===== config.mk =====
export PLATFORM = sky130hd
export DESIGN_NAME = baud_frac_gen_flat
export DESIGN_NICKNAME = d
export VERILOG_FILES = /design/src/rtl/baud_frac_gen_pkg.sv /design/src/rtl/baud_frac_gen_if.sv /design/src/rtl/baud_bit_timer.sv /design/src/rtl/baud_frac_gen.sv /design/src/flat_wrapper.sv
export SDC_FILE = /design/constraint.sdc
export NUM_CORES = 1
export LEC_CHECK = 0
export BUFFER_PORTS_ARGS = -buffer_cell sky130_fd_sc_hd__buf_4
export CAP_MARGIN = 20
export CORE_UTILIZATION = 50
export CTS_CLUSTER_SIZE = 30
export DETAILED_ROUTE_END_ITERATION = 12
export HOLD_SLACK_MARGIN = 0.02
export PLACE_DENSITY = 0.81
export SLEW_MARGIN = 20
export SYNTH_ARGS = -nofsm -noshare
export SYNTH_HDL_FRONTEND = slang
export SYNTH_SLANG_ARGS = --single-unit

===== constraint.sdc =====
create_clock -name clk -period 6.4 [get_ports clk]
set_input_delay 0.32 -clock clk [delete_from_list [all_inputs] [get_ports clk]]
set_output_delay 0.32 -clock clk [all_outputs]
set_load 0.02 [all_outputs]

===== src/rtl/baud_frac_gen_pkg.sv =====
// Shared constants for the fractional baud generator.
// Holds the reset-time configuration, the per-frame trim encodings and the
// round-up / round-down period selector encoding.
package baud_frac_gen_pkg;

  // Active configuration after reset
  localparam int unsigned DefPeriod   = 20;
  localparam int unsigned DefUpNum    = 10;
  localparam int unsigned DefDownNum  = 5;
  localparam int unsigned DefFrameLen = 10;

  // Per-frame trim applied to the last period of the last bit of a frame
  typedef enum logic [1:0] {
    AdjNone    = 2'b00,
    AdjPlus    = 2'b01,
    AdjMinus   = 2'b10,
    AdjNoneAlt = 2'b11
  } byte_adj_e;

  localparam byte_adj_e DefByteAdj = AdjNone;

  // Which kind of acquisition period is currently being timed
  typedef enum logic {
    SelDown = 1'b0,
    SelUp   = 1'b1
  } period_sel_e;

endpackage


===== src/rtl/baud_frac_gen_if.sv =====
// Control, configuration and pulse bundle of the fractional baud generator.
// master: the controller driving run/sync/config and observing the pulses.
// slave : the generator itself.
interface baud_frac_gen_if #(
  parameter int unsigned PERIOD_W = 16,
  parameter int unsigned COMP_W   = 4,
  parameter int unsigned FRAME_W  = 4
);
  logic                Enable_i;
  logic                Sync_i;
  logic                CfgValid_i;
  logic [PERIOD_W-1:0] AcqPeriod_i;
  logic [COMP_W-1:0]   UpNum_i;
  logic [COMP_W-1:0]   DownNum_i;
  logic [FRAME_W-1:0]  FrameLen_i;
  logic [1:0]          ByteAdj_i;
  logic                AcqSig_o;
  logic                BaudSig_o;
  logic                FrameSig_o;
  logic [FRAME_W-1:0]  BitIdx_o;
  logic                CfgPending_o;

  modport master (
    output Enable_i, Sync_i, CfgValid_i, AcqPeriod_i, UpNum_i, DownNum_i, FrameLen_i, ByteAdj_i,
    input  AcqSig_o, BaudSig_o, FrameSig_o, BitIdx_o, CfgPending_o
  );

  modport slave (
    input  Enable_i, Sync_i, CfgValid_i, AcqPeriod_i, UpNum_i, DownNum_i, FrameLen_i, ByteAdj_i,
    output AcqSig_o, BaudSig_o, FrameSig_o, BitIdx_o, CfgPending_o
  );
endinterface


===== src/rtl/baud_bit_timer.sv =====
// Times one bit as a sequence of acquisition periods of P or P+1 clocks.
// Ports:
//   clk, rst      clock, asynchronous active-low reset
//   reload_i      restart the bit: period counter to 0, up/down counts reloaded
//   period_i      base period P (values below 2 behave as 2)
//   up_num_i      round-up periods per bit, used on reload and at bit end
//   down_num_i    round-down periods per bit, used on reload and at bit end
//   adj_i         trim for the final period of a frame
//   last_bit_i    current bit is the last one of the frame
//   period_end_o  current clock is the last clock of a period
//   bit_end_o     current clock ends the last period of the bit
module baud_bit_timer
  import baud_frac_gen_pkg::*;
#(
  parameter int unsigned PERIOD_W = 16,
  parameter int unsigned COMP_W   = 4
) (
  input  logic                clk,
  input  logic                rst,
  input  logic                reload_i,
  input  logic [PERIOD_W-1:0] period_i,
  input  logic [COMP_W-1:0]   up_num_i,
  input  logic [COMP_W-1:0]   down_num_i,
  input  byte_adj_e           adj_i,
  input  logic                last_bit_i,
  output logic                period_end_o,
  output logic                bit_end_o
);
  localparam int unsigned LenW = PERIOD_W + 1;
  localparam int unsigned SumW = COMP_W + 1;

  logic [LenW-1:0]   cnt_q, cnt_d;
  logic [LenW-1:0]   p_eff, len;
  logic [COMP_W-1:0] up_q, up_d, down_q, down_d;
  logic [SumW-1:0]   left_sum;
  logic              last_period;
  period_sel_e       sel;

  // Period length and end detection; kept apart from the next-state logic so
  // the reload values never feed back into the end strobes.
  always_comb begin
    sel         = (up_q > down_q && up_q != '0) ? SelUp : SelDown;
    left_sum    = {1'b0, up_q} + {1'b0, down_q};
    last_period = (left_sum == SumW'(1));
    p_eff       = (period_i < PERIOD_W'(2)) ? LenW'(2) : LenW'(period_i);
    len         = p_eff + LenW'(sel == SelUp);
    if (last_period && last_bit_i) begin
      case (adj_i)
        AdjPlus:  len = len + LenW'(1);
        AdjMinus: len = len - LenW'(1);
        default:  ;
      endcase
    end
    period_end_o = !reload_i && (cnt_q >= len - LenW'(1));
    bit_end_o    = period_end_o && last_period;
  end

  always_comb begin
    cnt_d  = cnt_q + LenW'(1);
    up_d   = up_q;
    down_d = down_q;
    if (reload_i || bit_end_o) begin
      cnt_d  = '0;
      up_d   = up_num_i;
      // An empty bit still needs one round-down period
      down_d = (up_num_i == '0 && down_num_i == '0) ? COMP_W'(1) : down_num_i;
    end else if (period_end_o) begin
      cnt_d = '0;
      if (sel == SelUp) begin
        up_d = up_q - COMP_W'(1);
      end else begin
        down_d = down_q - COMP_W'(1);
      end
    end
  end

  always_ff @(posedge clk or negedge rst) begin
    if (!rst) begin
      cnt_q  <= '0;
      up_q   <= COMP_W'(DefUpNum);
      down_q <= COMP_W'(DefDownNum);
    end else begin
      cnt_q  <= cnt_d;
      up_q   <= up_d;
      down_q <= down_d;
    end
  end

endmodule


===== src/rtl/baud_frac_gen.sv =====
// Fractional baud generator: bits built from P / P+1 clock acquisition
// periods, grouped into frames, with a shadowed configuration that is
// applied only at frame end, on sync, or while stopped.
// Ports:
//   clk, rst  clock, asynchronous active-low reset
//   bus       run/sync/config inputs and acquisition/bit/frame pulse outputs
module baud_frac_gen
  import baud_frac_gen_pkg::*;
#(
  parameter int unsigned PERIOD_W = 16,
  parameter int unsigned COMP_W   = 4,
  parameter int unsigned FRAME_W  = 4
) (
  input logic           clk,
  input logic           rst,
  baud_frac_gen_if.slave bus
);
  typedef struct packed {
    logic [PERIOD_W-1:0] period;
    logic [COMP_W-1:0]   up_num;
    logic [COMP_W-1:0]   down_num;
    logic [FRAME_W-1:0]  frame_len;
    byte_adj_e           byte_adj;
  } cfg_t;

  localparam cfg_t CfgReset = '{
    period:    PERIOD_W'(DefPeriod),
    up_num:    COMP_W'(DefUpNum),
    down_num:  COMP_W'(DefDownNum),
    frame_len: FRAME_W'(DefFrameLen),
    byte_adj:  DefByteAdj
  };

  cfg_t               act_q, act_d, sh_q, sh_d, cfg_in, cfg_nxt;
  logic               pend_q, pend_d;
  logic [FRAME_W-1:0] bit_idx_q, bit_idx_d, flen_eff;
  logic               acq_q, acq_d, baud_q, baud_d, frame_q, frame_d;
  logic               hold, last_bit, period_end, bit_end, frame_end, apply;

  always_comb begin
    // Stopped or resyncing: timing sits at the start of a fresh bit
    hold     = !bus.Enable_i || bus.Sync_i;
    flen_eff = (act_q.frame_len == '0) ? FRAME_W'(1) : act_q.frame_len;
    last_bit = (bit_idx_q >= flen_eff - FRAME_W'(1));
  end

  baud_bit_timer #(
    .PERIOD_W (PERIOD_W),
    .COMP_W   (COMP_W)
  ) u_bit_timer (
    .clk          (clk),
    .rst          (rst),
    .reload_i     (hold),
    .period_i     (act_q.period),
    .up_num_i     (cfg_nxt.up_num),
    .down_num_i   (cfg_nxt.down_num),
    .adj_i        (act_q.byte_adj),
    .last_bit_i   (last_bit),
    .period_end_o (period_end),
    .bit_end_o    (bit_end)
  );

  always_comb begin
    cfg_in = '{
      period:    bus.AcqPeriod_i,
      up_num:    bus.UpNum_i,
      down_num:  bus.DownNum_i,
      frame_len: bus.FrameLen_i,
      byte_adj:  byte_adj_e'(bus.ByteAdj_i)
    };
    frame_end = bit_end && last_bit;
    apply     = hold || frame_end;
    sh_d      = bus.CfgValid_i ? cfg_in : sh_q;
    // A strobe landing on an apply event bypasses the shadow
    cfg_nxt   = apply ? sh_d : act_q;
    act_d     = cfg_nxt;
    pend_d    = apply ? 1'b0 : (bus.CfgValid_i || pend_q);

    bit_idx_d = bit_idx_q;
    if (hold) begin
      bit_idx_d = '0;
    end else if (bit_end) begin
      bit_idx_d = last_bit ? '0 : bit_idx_q + FRAME_W'(1);
    end

    acq_d   = period_end;
    baud_d  = bit_end;
    frame_d = frame_end;
  end

  always_ff @(posedge clk or negedge rst) begin
    if (!rst) begin
      act_q     <= CfgReset;
      sh_q      <= CfgReset;
      pend_q    <= 1'b0;
      bit_idx_q <= '0;
      acq_q     <= 1'b0;
      baud_q    <= 1'b0;
      frame_q   <= 1'b0;
    end else begin
      act_q     <= act_d;
      sh_q      <= sh_d;
      pend_q    <= pend_d;
      bit_idx_q <= bit_idx_d;
      acq_q     <= acq_d;
      baud_q    <= baud_d;
      frame_q   <= frame_d;
    end
  end

  assign bus.AcqSig_o     = acq_q;
  assign bus.BaudSig_o    = baud_q;
  assign bus.FrameSig_o   = frame_q;
  assign bus.BitIdx_o     = bit_idx_q;
  assign bus.CfgPending_o = pend_q;

endmodule

===== src/flat_wrapper.sv =====
// flat-port wrapper written by rule: the top's interface ports become plain ports
module baud_frac_gen_flat import baud_frac_gen_pkg::*;
#(
  parameter int unsigned PERIOD_W = 16,
  parameter int unsigned COMP_W   = 4,
  parameter int unsigned FRAME_W  = 4
)
  (clk, rst, bus_Enable_i, bus_Sync_i, bus_CfgValid_i, bus_AcqPeriod_i, bus_UpNum_i, bus_DownNum_i, bus_FrameLen_i, bus_ByteAdj_i, bus_AcqSig_o, bus_BaudSig_o, bus_FrameSig_o, bus_BitIdx_o, bus_CfgPending_o);
  baud_frac_gen_if #(.PERIOD_W(PERIOD_W), .COMP_W(COMP_W), .FRAME_W(FRAME_W)) bus_i ();
  input logic clk;
  input logic rst;
  input wire logic [$bits(bus_i.Enable_i)-1:0] bus_Enable_i;
  input wire logic [$bits(bus_i.Sync_i)-1:0] bus_Sync_i;
  input wire logic [$bits(bus_i.CfgValid_i)-1:0] bus_CfgValid_i;
  input wire logic [$bits(bus_i.AcqPeriod_i)-1:0] bus_AcqPeriod_i;
  input wire logic [$bits(bus_i.UpNum_i)-1:0] bus_UpNum_i;
  input wire logic [$bits(bus_i.DownNum_i)-1:0] bus_DownNum_i;
  input wire logic [$bits(bus_i.FrameLen_i)-1:0] bus_FrameLen_i;
  input wire logic [$bits(bus_i.ByteAdj_i)-1:0] bus_ByteAdj_i;
  output wire logic [$bits(bus_i.AcqSig_o)-1:0] bus_AcqSig_o;
  output wire logic [$bits(bus_i.BaudSig_o)-1:0] bus_BaudSig_o;
  output wire logic [$bits(bus_i.FrameSig_o)-1:0] bus_FrameSig_o;
  output wire logic [$bits(bus_i.BitIdx_o)-1:0] bus_BitIdx_o;
  output wire logic [$bits(bus_i.CfgPending_o)-1:0] bus_CfgPending_o;
  assign bus_i.Enable_i = bus_Enable_i;
  assign bus_i.Sync_i = bus_Sync_i;
  assign bus_i.CfgValid_i = bus_CfgValid_i;
  assign bus_i.AcqPeriod_i = bus_AcqPeriod_i;
  assign bus_i.UpNum_i = bus_UpNum_i;
  assign bus_i.DownNum_i = bus_DownNum_i;
  assign bus_i.FrameLen_i = bus_FrameLen_i;
  assign bus_i.ByteAdj_i = bus_ByteAdj_i;
  assign bus_AcqSig_o = bus_i.AcqSig_o;
  assign bus_BaudSig_o = bus_i.BaudSig_o;
  assign bus_FrameSig_o = bus_i.FrameSig_o;
  assign bus_BitIdx_o = bus_i.BitIdx_o;
  assign bus_CfgPending_o = bus_i.CfgPending_o;
  baud_frac_gen #(.PERIOD_W(PERIOD_W), .COMP_W(COMP_W), .FRAME_W(FRAME_W)) u_core (.clk(clk), .rst(rst), .bus(bus_i));
endmodule

==> results.py <==
metrics = {
    "status": {
        "status": "finished, violations left",
        "violations": "negative setup slack",
    },
    "sta": {
        "tightest_slew_ns": 0.7974,
        "slew_violations": 0,
        "maxSlewHeadroom": 0.4684,
        "min_period_ns": 6.617,
        "finalSetupViolCount": 38,
        "timing.final.ws_setup_ns": -0.2171,
        "rsz0062_at_grt": "yes",
        "finalHoldViolCount": 0,
        "fin_skew_ns": 0.01393,
        "fmax_mhz": 151.1,
        "fin_crit_sh": 1.034,
    },
    "critical_path": {
        "critPathKind": "register to register",
        "crit_slowest_cell": "dfstp_2",
        "start_kind": "register",
        "rr_worst_depth": 32,
        "r2r-end": "u_core.act_q[21]",
        "required_ns": 6.65,
        "cp.depth": 32,
        "crit_path_max_fanout": 6,
        "worstReg2RegStart": "u_core.u_bit_timer.down_q[2]",
        "path_buf_inv": 5,
        "max_stage_delay_ns": 0.54,
        "rrSetupSlack_ns": -0.22,
        "arrival_ns": 6.87,
        "crit_family": "compound AO/OA/AOI/OAI gates",
        "crit_path_end_kind": "register",
    },
    "logic_synthesis": {
        "muxShareOfSynthArea": 0.09671,
        "synth_flop_cell": "dfrtp_1",
        "synth_top_area_share": 0.2824,
        "seq_area_frac_synth": 0.3636,
        "async_flop_share": 1.000,
        "synth_xor_area_frac": 0.08472,
        "netlist_instances": 663,
        "yosys.area.top_type": "dfrtp_1",
        "avgSynthCellArea_um2": 9.757,
        "synth_fp_nets": 753,
        "yosys.area_share.adder": 0.1087,
        "synth_top_cells_by_area": "dfrtp_1, ha_1, mux2_2",
        "synth_edf_count": 0,
        "synth_cell_types": 68,
        "synth_seq_cells": 93,
        "netlist_area_mm2": 0.006469,
        "yosysWarnings": 0,
        "synth_compound_area_frac": 0.1368,
        "synth_top_family_by_area": "simple AND/OR/NAND/NOR gates",
        "yosys.area_share.simple": 0.1857,
    },
    "grt": {
        "grt_max_degree": 49,
        "grt_pass1_wl_um": 26860,
        "antenna_found_initial": 0,
        "grt_pass1_vias": 5625,
        "grt_util_all_layers": 0.2595,
        "grt-ovfl-total": 0,
    },
    "placement": {
        "gp_congestion": 0.9107,
        "port_buffers": 42,
        "dp_hpwl_um": 12030,
        "dp_slack_ns": -0.4942,
    },
    "detailed_routing": {
        "drtIter0Drc": 408,
        "wl_met2_um": 10040,
        "ant_nets": 0,
        "vias_per_cell": 5.908,
        "highest_layer": "met4",
        "vias": 5884,
        "detail_route.wl_per_cell_um": 19.46,
        "met3WireLength_um": 887,
        "dr.pass1.iters": 6,
        "wirelength_um": 19380,
        "drc": 0,
        "wl_met1_um": 7715,
    },
    "layout": {
        "nets": 909,
        "post-route-util": 0.7119,
        "antenna_cells": 0,
        "drive_above_1_share": 0.4199,
        "syn_to_final_growth_pct": 38.88,
        "layout_commonest_cell": "buf_4",
        "most-common-layout-cells": "buf_4, dfrtp_1, nor2_1",
    },
    "clock_network": {
        "clk_latency_ns": 0.36,
        "clockBufferDepth": 2,
        "numCtsBuffers": 9,
        "cts_tree": "yes",
        "cts.sinks": 93,
        "htreeDepth": 3,
        "clk_pin_slew_worst_paths_ns": 0.08,
        "root_buffer": "clkbuf_16",
    },
    "floorplanning": {
        "fp.dieW_um": 115.7,
        "initial_core_util": 0.5126,
        "die-area_mm2": 0.01340,
        "dieHeight_um": 115.7,
        "num_rows": 41,
        "io-pin-count": 43,
        "core_area_mm2": 0.01262,
    },
    "pwr": {
        "vdd_drop_max_mv": 0.1822,
        "p_leak_nw": 4.054,
        "power.density_mw_per_mm2": 268.2,
    },
    "run": {
        "maxCapViolCount": 0,
    },
    "hold_path": {
        "min_to": "u_core.sh_q[16]",
        "whs_path_depth": 2,
        "hp-class": "primary input to register",
        "hold_start": "bus_AcqPeriod_i[2]",
    },
}
## per-layer routing
metal | vias to the layer above | global-route usage
met5 | - | 0
met4 | 0 | 0.1171
met3 | 64 | 0.03870
met2 | 220 | 0.4639
met1 | 2875 | 0.3085
li1 | 2725 | -
## how the worst max path moves through the flow
stage | from | end | slack (ns)
final | u_core.u_bit_timer.down_q[2] | u_core.act_q[21] | -0.22
after CTS | u_core.u_bit_timer.down_q[2] | u_core.u_bit_timer.down_q[0] | 0.005
after global placement | u_core.u_bit_timer.up_q[1] | u_core.u_bit_timer.down_q[1] | -0.22
after floorplan | u_core.u_bit_timer.down_q[2] | u_core.u_bit_timer.down_q[1] | 0.03
after detailed placement | u_core.u_bit_timer.up_q[1] | u_core.u_bit_timer.down_q[1] | -0.49
after global routing | u_core.u_bit_timer.down_q[2] | u_core.act_q[24] | -0.50
## state kept, by name, indices dropped and copies added, names as in the netlist
| name | cells |
|---|---|
| u_core.u_bit_timer.cnt_q | 17 |
| u_core.u_bit_timer.down_q | 4 |
| u_core.bus.BitIdx_o | 4 |
| u_core.sh_q | 30 |
| u_core.bus.AcqSig_o | 1 |
| u_core.bus.FrameSig_o | 1 |
| u_core.u_bit_timer.up_q | 4 |
| u_core.bus.CfgPending_o | 1 |
| u_core.bus.BaudSig_o | 1 |
| u_core.act_q | 30 |
## synthesized netlist by cell type (4+ instances only)
cell type	n
dfrtp_1	73
nor2_1	67
ha_1	53
mux2_2	48
nand2_1	43
xnor2_1	35
a21oi_1	32
xor2_1	25
inv_1	22
nor3_1	21
dfstp_2	20
nand3_1	20
o21ai_0	19
clkbuf_1	14
a21o_1	13
nand4_1	13
nand2b_1	10
and2_1	9
nor2b_1	9
and3_1	8
o31ai_1	8
a211oi_1	7
mux2i_1	7
o21ai_1	7
a22o_1	6
and4_1	6
nor4_1	6
o21a_1	6
o211a_1	4
## stage by stage
step           cell area, um2  power (mW)  TNS (ns)  std cells  hold WS (ns)
2_1_floorplan            6490       1.262         0        663       0.02441
3_3_place_gp             7679       1.566   -0.6386        953        0.3290
3_5_place_dp             7679       1.599    -10.75        953        0.3494
4_1_cts                  8389       2.227         0        981        0.2032
5_1_grt                  8984       2.522    -20.81        996        0.2057
6_report                 8984       2.410    -5.293        996        0.2092
## cell families after synthesis
kind of cell | after synthesis
AND/OR/NAND/NOR | 230
XOR/XNOR | 61
adder cells (fa/ha/maj) | 55
buffers and inverters | 40
AO/OA/AOI/OAI | 128
multiplexers | 56
flip-flops | 93
## repair_timing
action,CTS,global route
hold endpoints to repair,37,0
resized for setup,62,90
hold buffers,1,0
buffers inserted,9,13
pin swaps,15,46
endpoints found under the setup margin,59,63
gates cloned,2,2
## layout make-up
| type | count | area (um2) |
|---|---|---|
| Multi-Input combinational cell | 530 | 4703 |
| Clock buffer | 10 | 239.0 |
| Fill cell | 853 | 3636 |
| Inverter | 22 | 82.58 |
| Clock inverter | 6 | 53.80 |
| Sequential cell | 93 | 2352 |
| Tap cell | 172 | 215.2 |
| Timing Repair Buffer | 163 | 1338 |
## report_power, final
part           internal, mW  switching [mW]
logic                 0.567           0.598
registers             0.656          0.0477
clock network         0.281           0.260
## worst register-to-register path: cells and delay by family (launching register included)
kind	cells	cell delay (ns)
adder cells (fa/ha/maj)	5	1.28
buffers and inverters	5	0.81
AO/OA/AOI/OAI	10	2.17
AND/OR/NAND/NOR	8	0.83
flip-flops	1	0.54
multiplexers	1	0.30
XOR/XNOR	3	0.59
(Power assumes the default switching activity.)
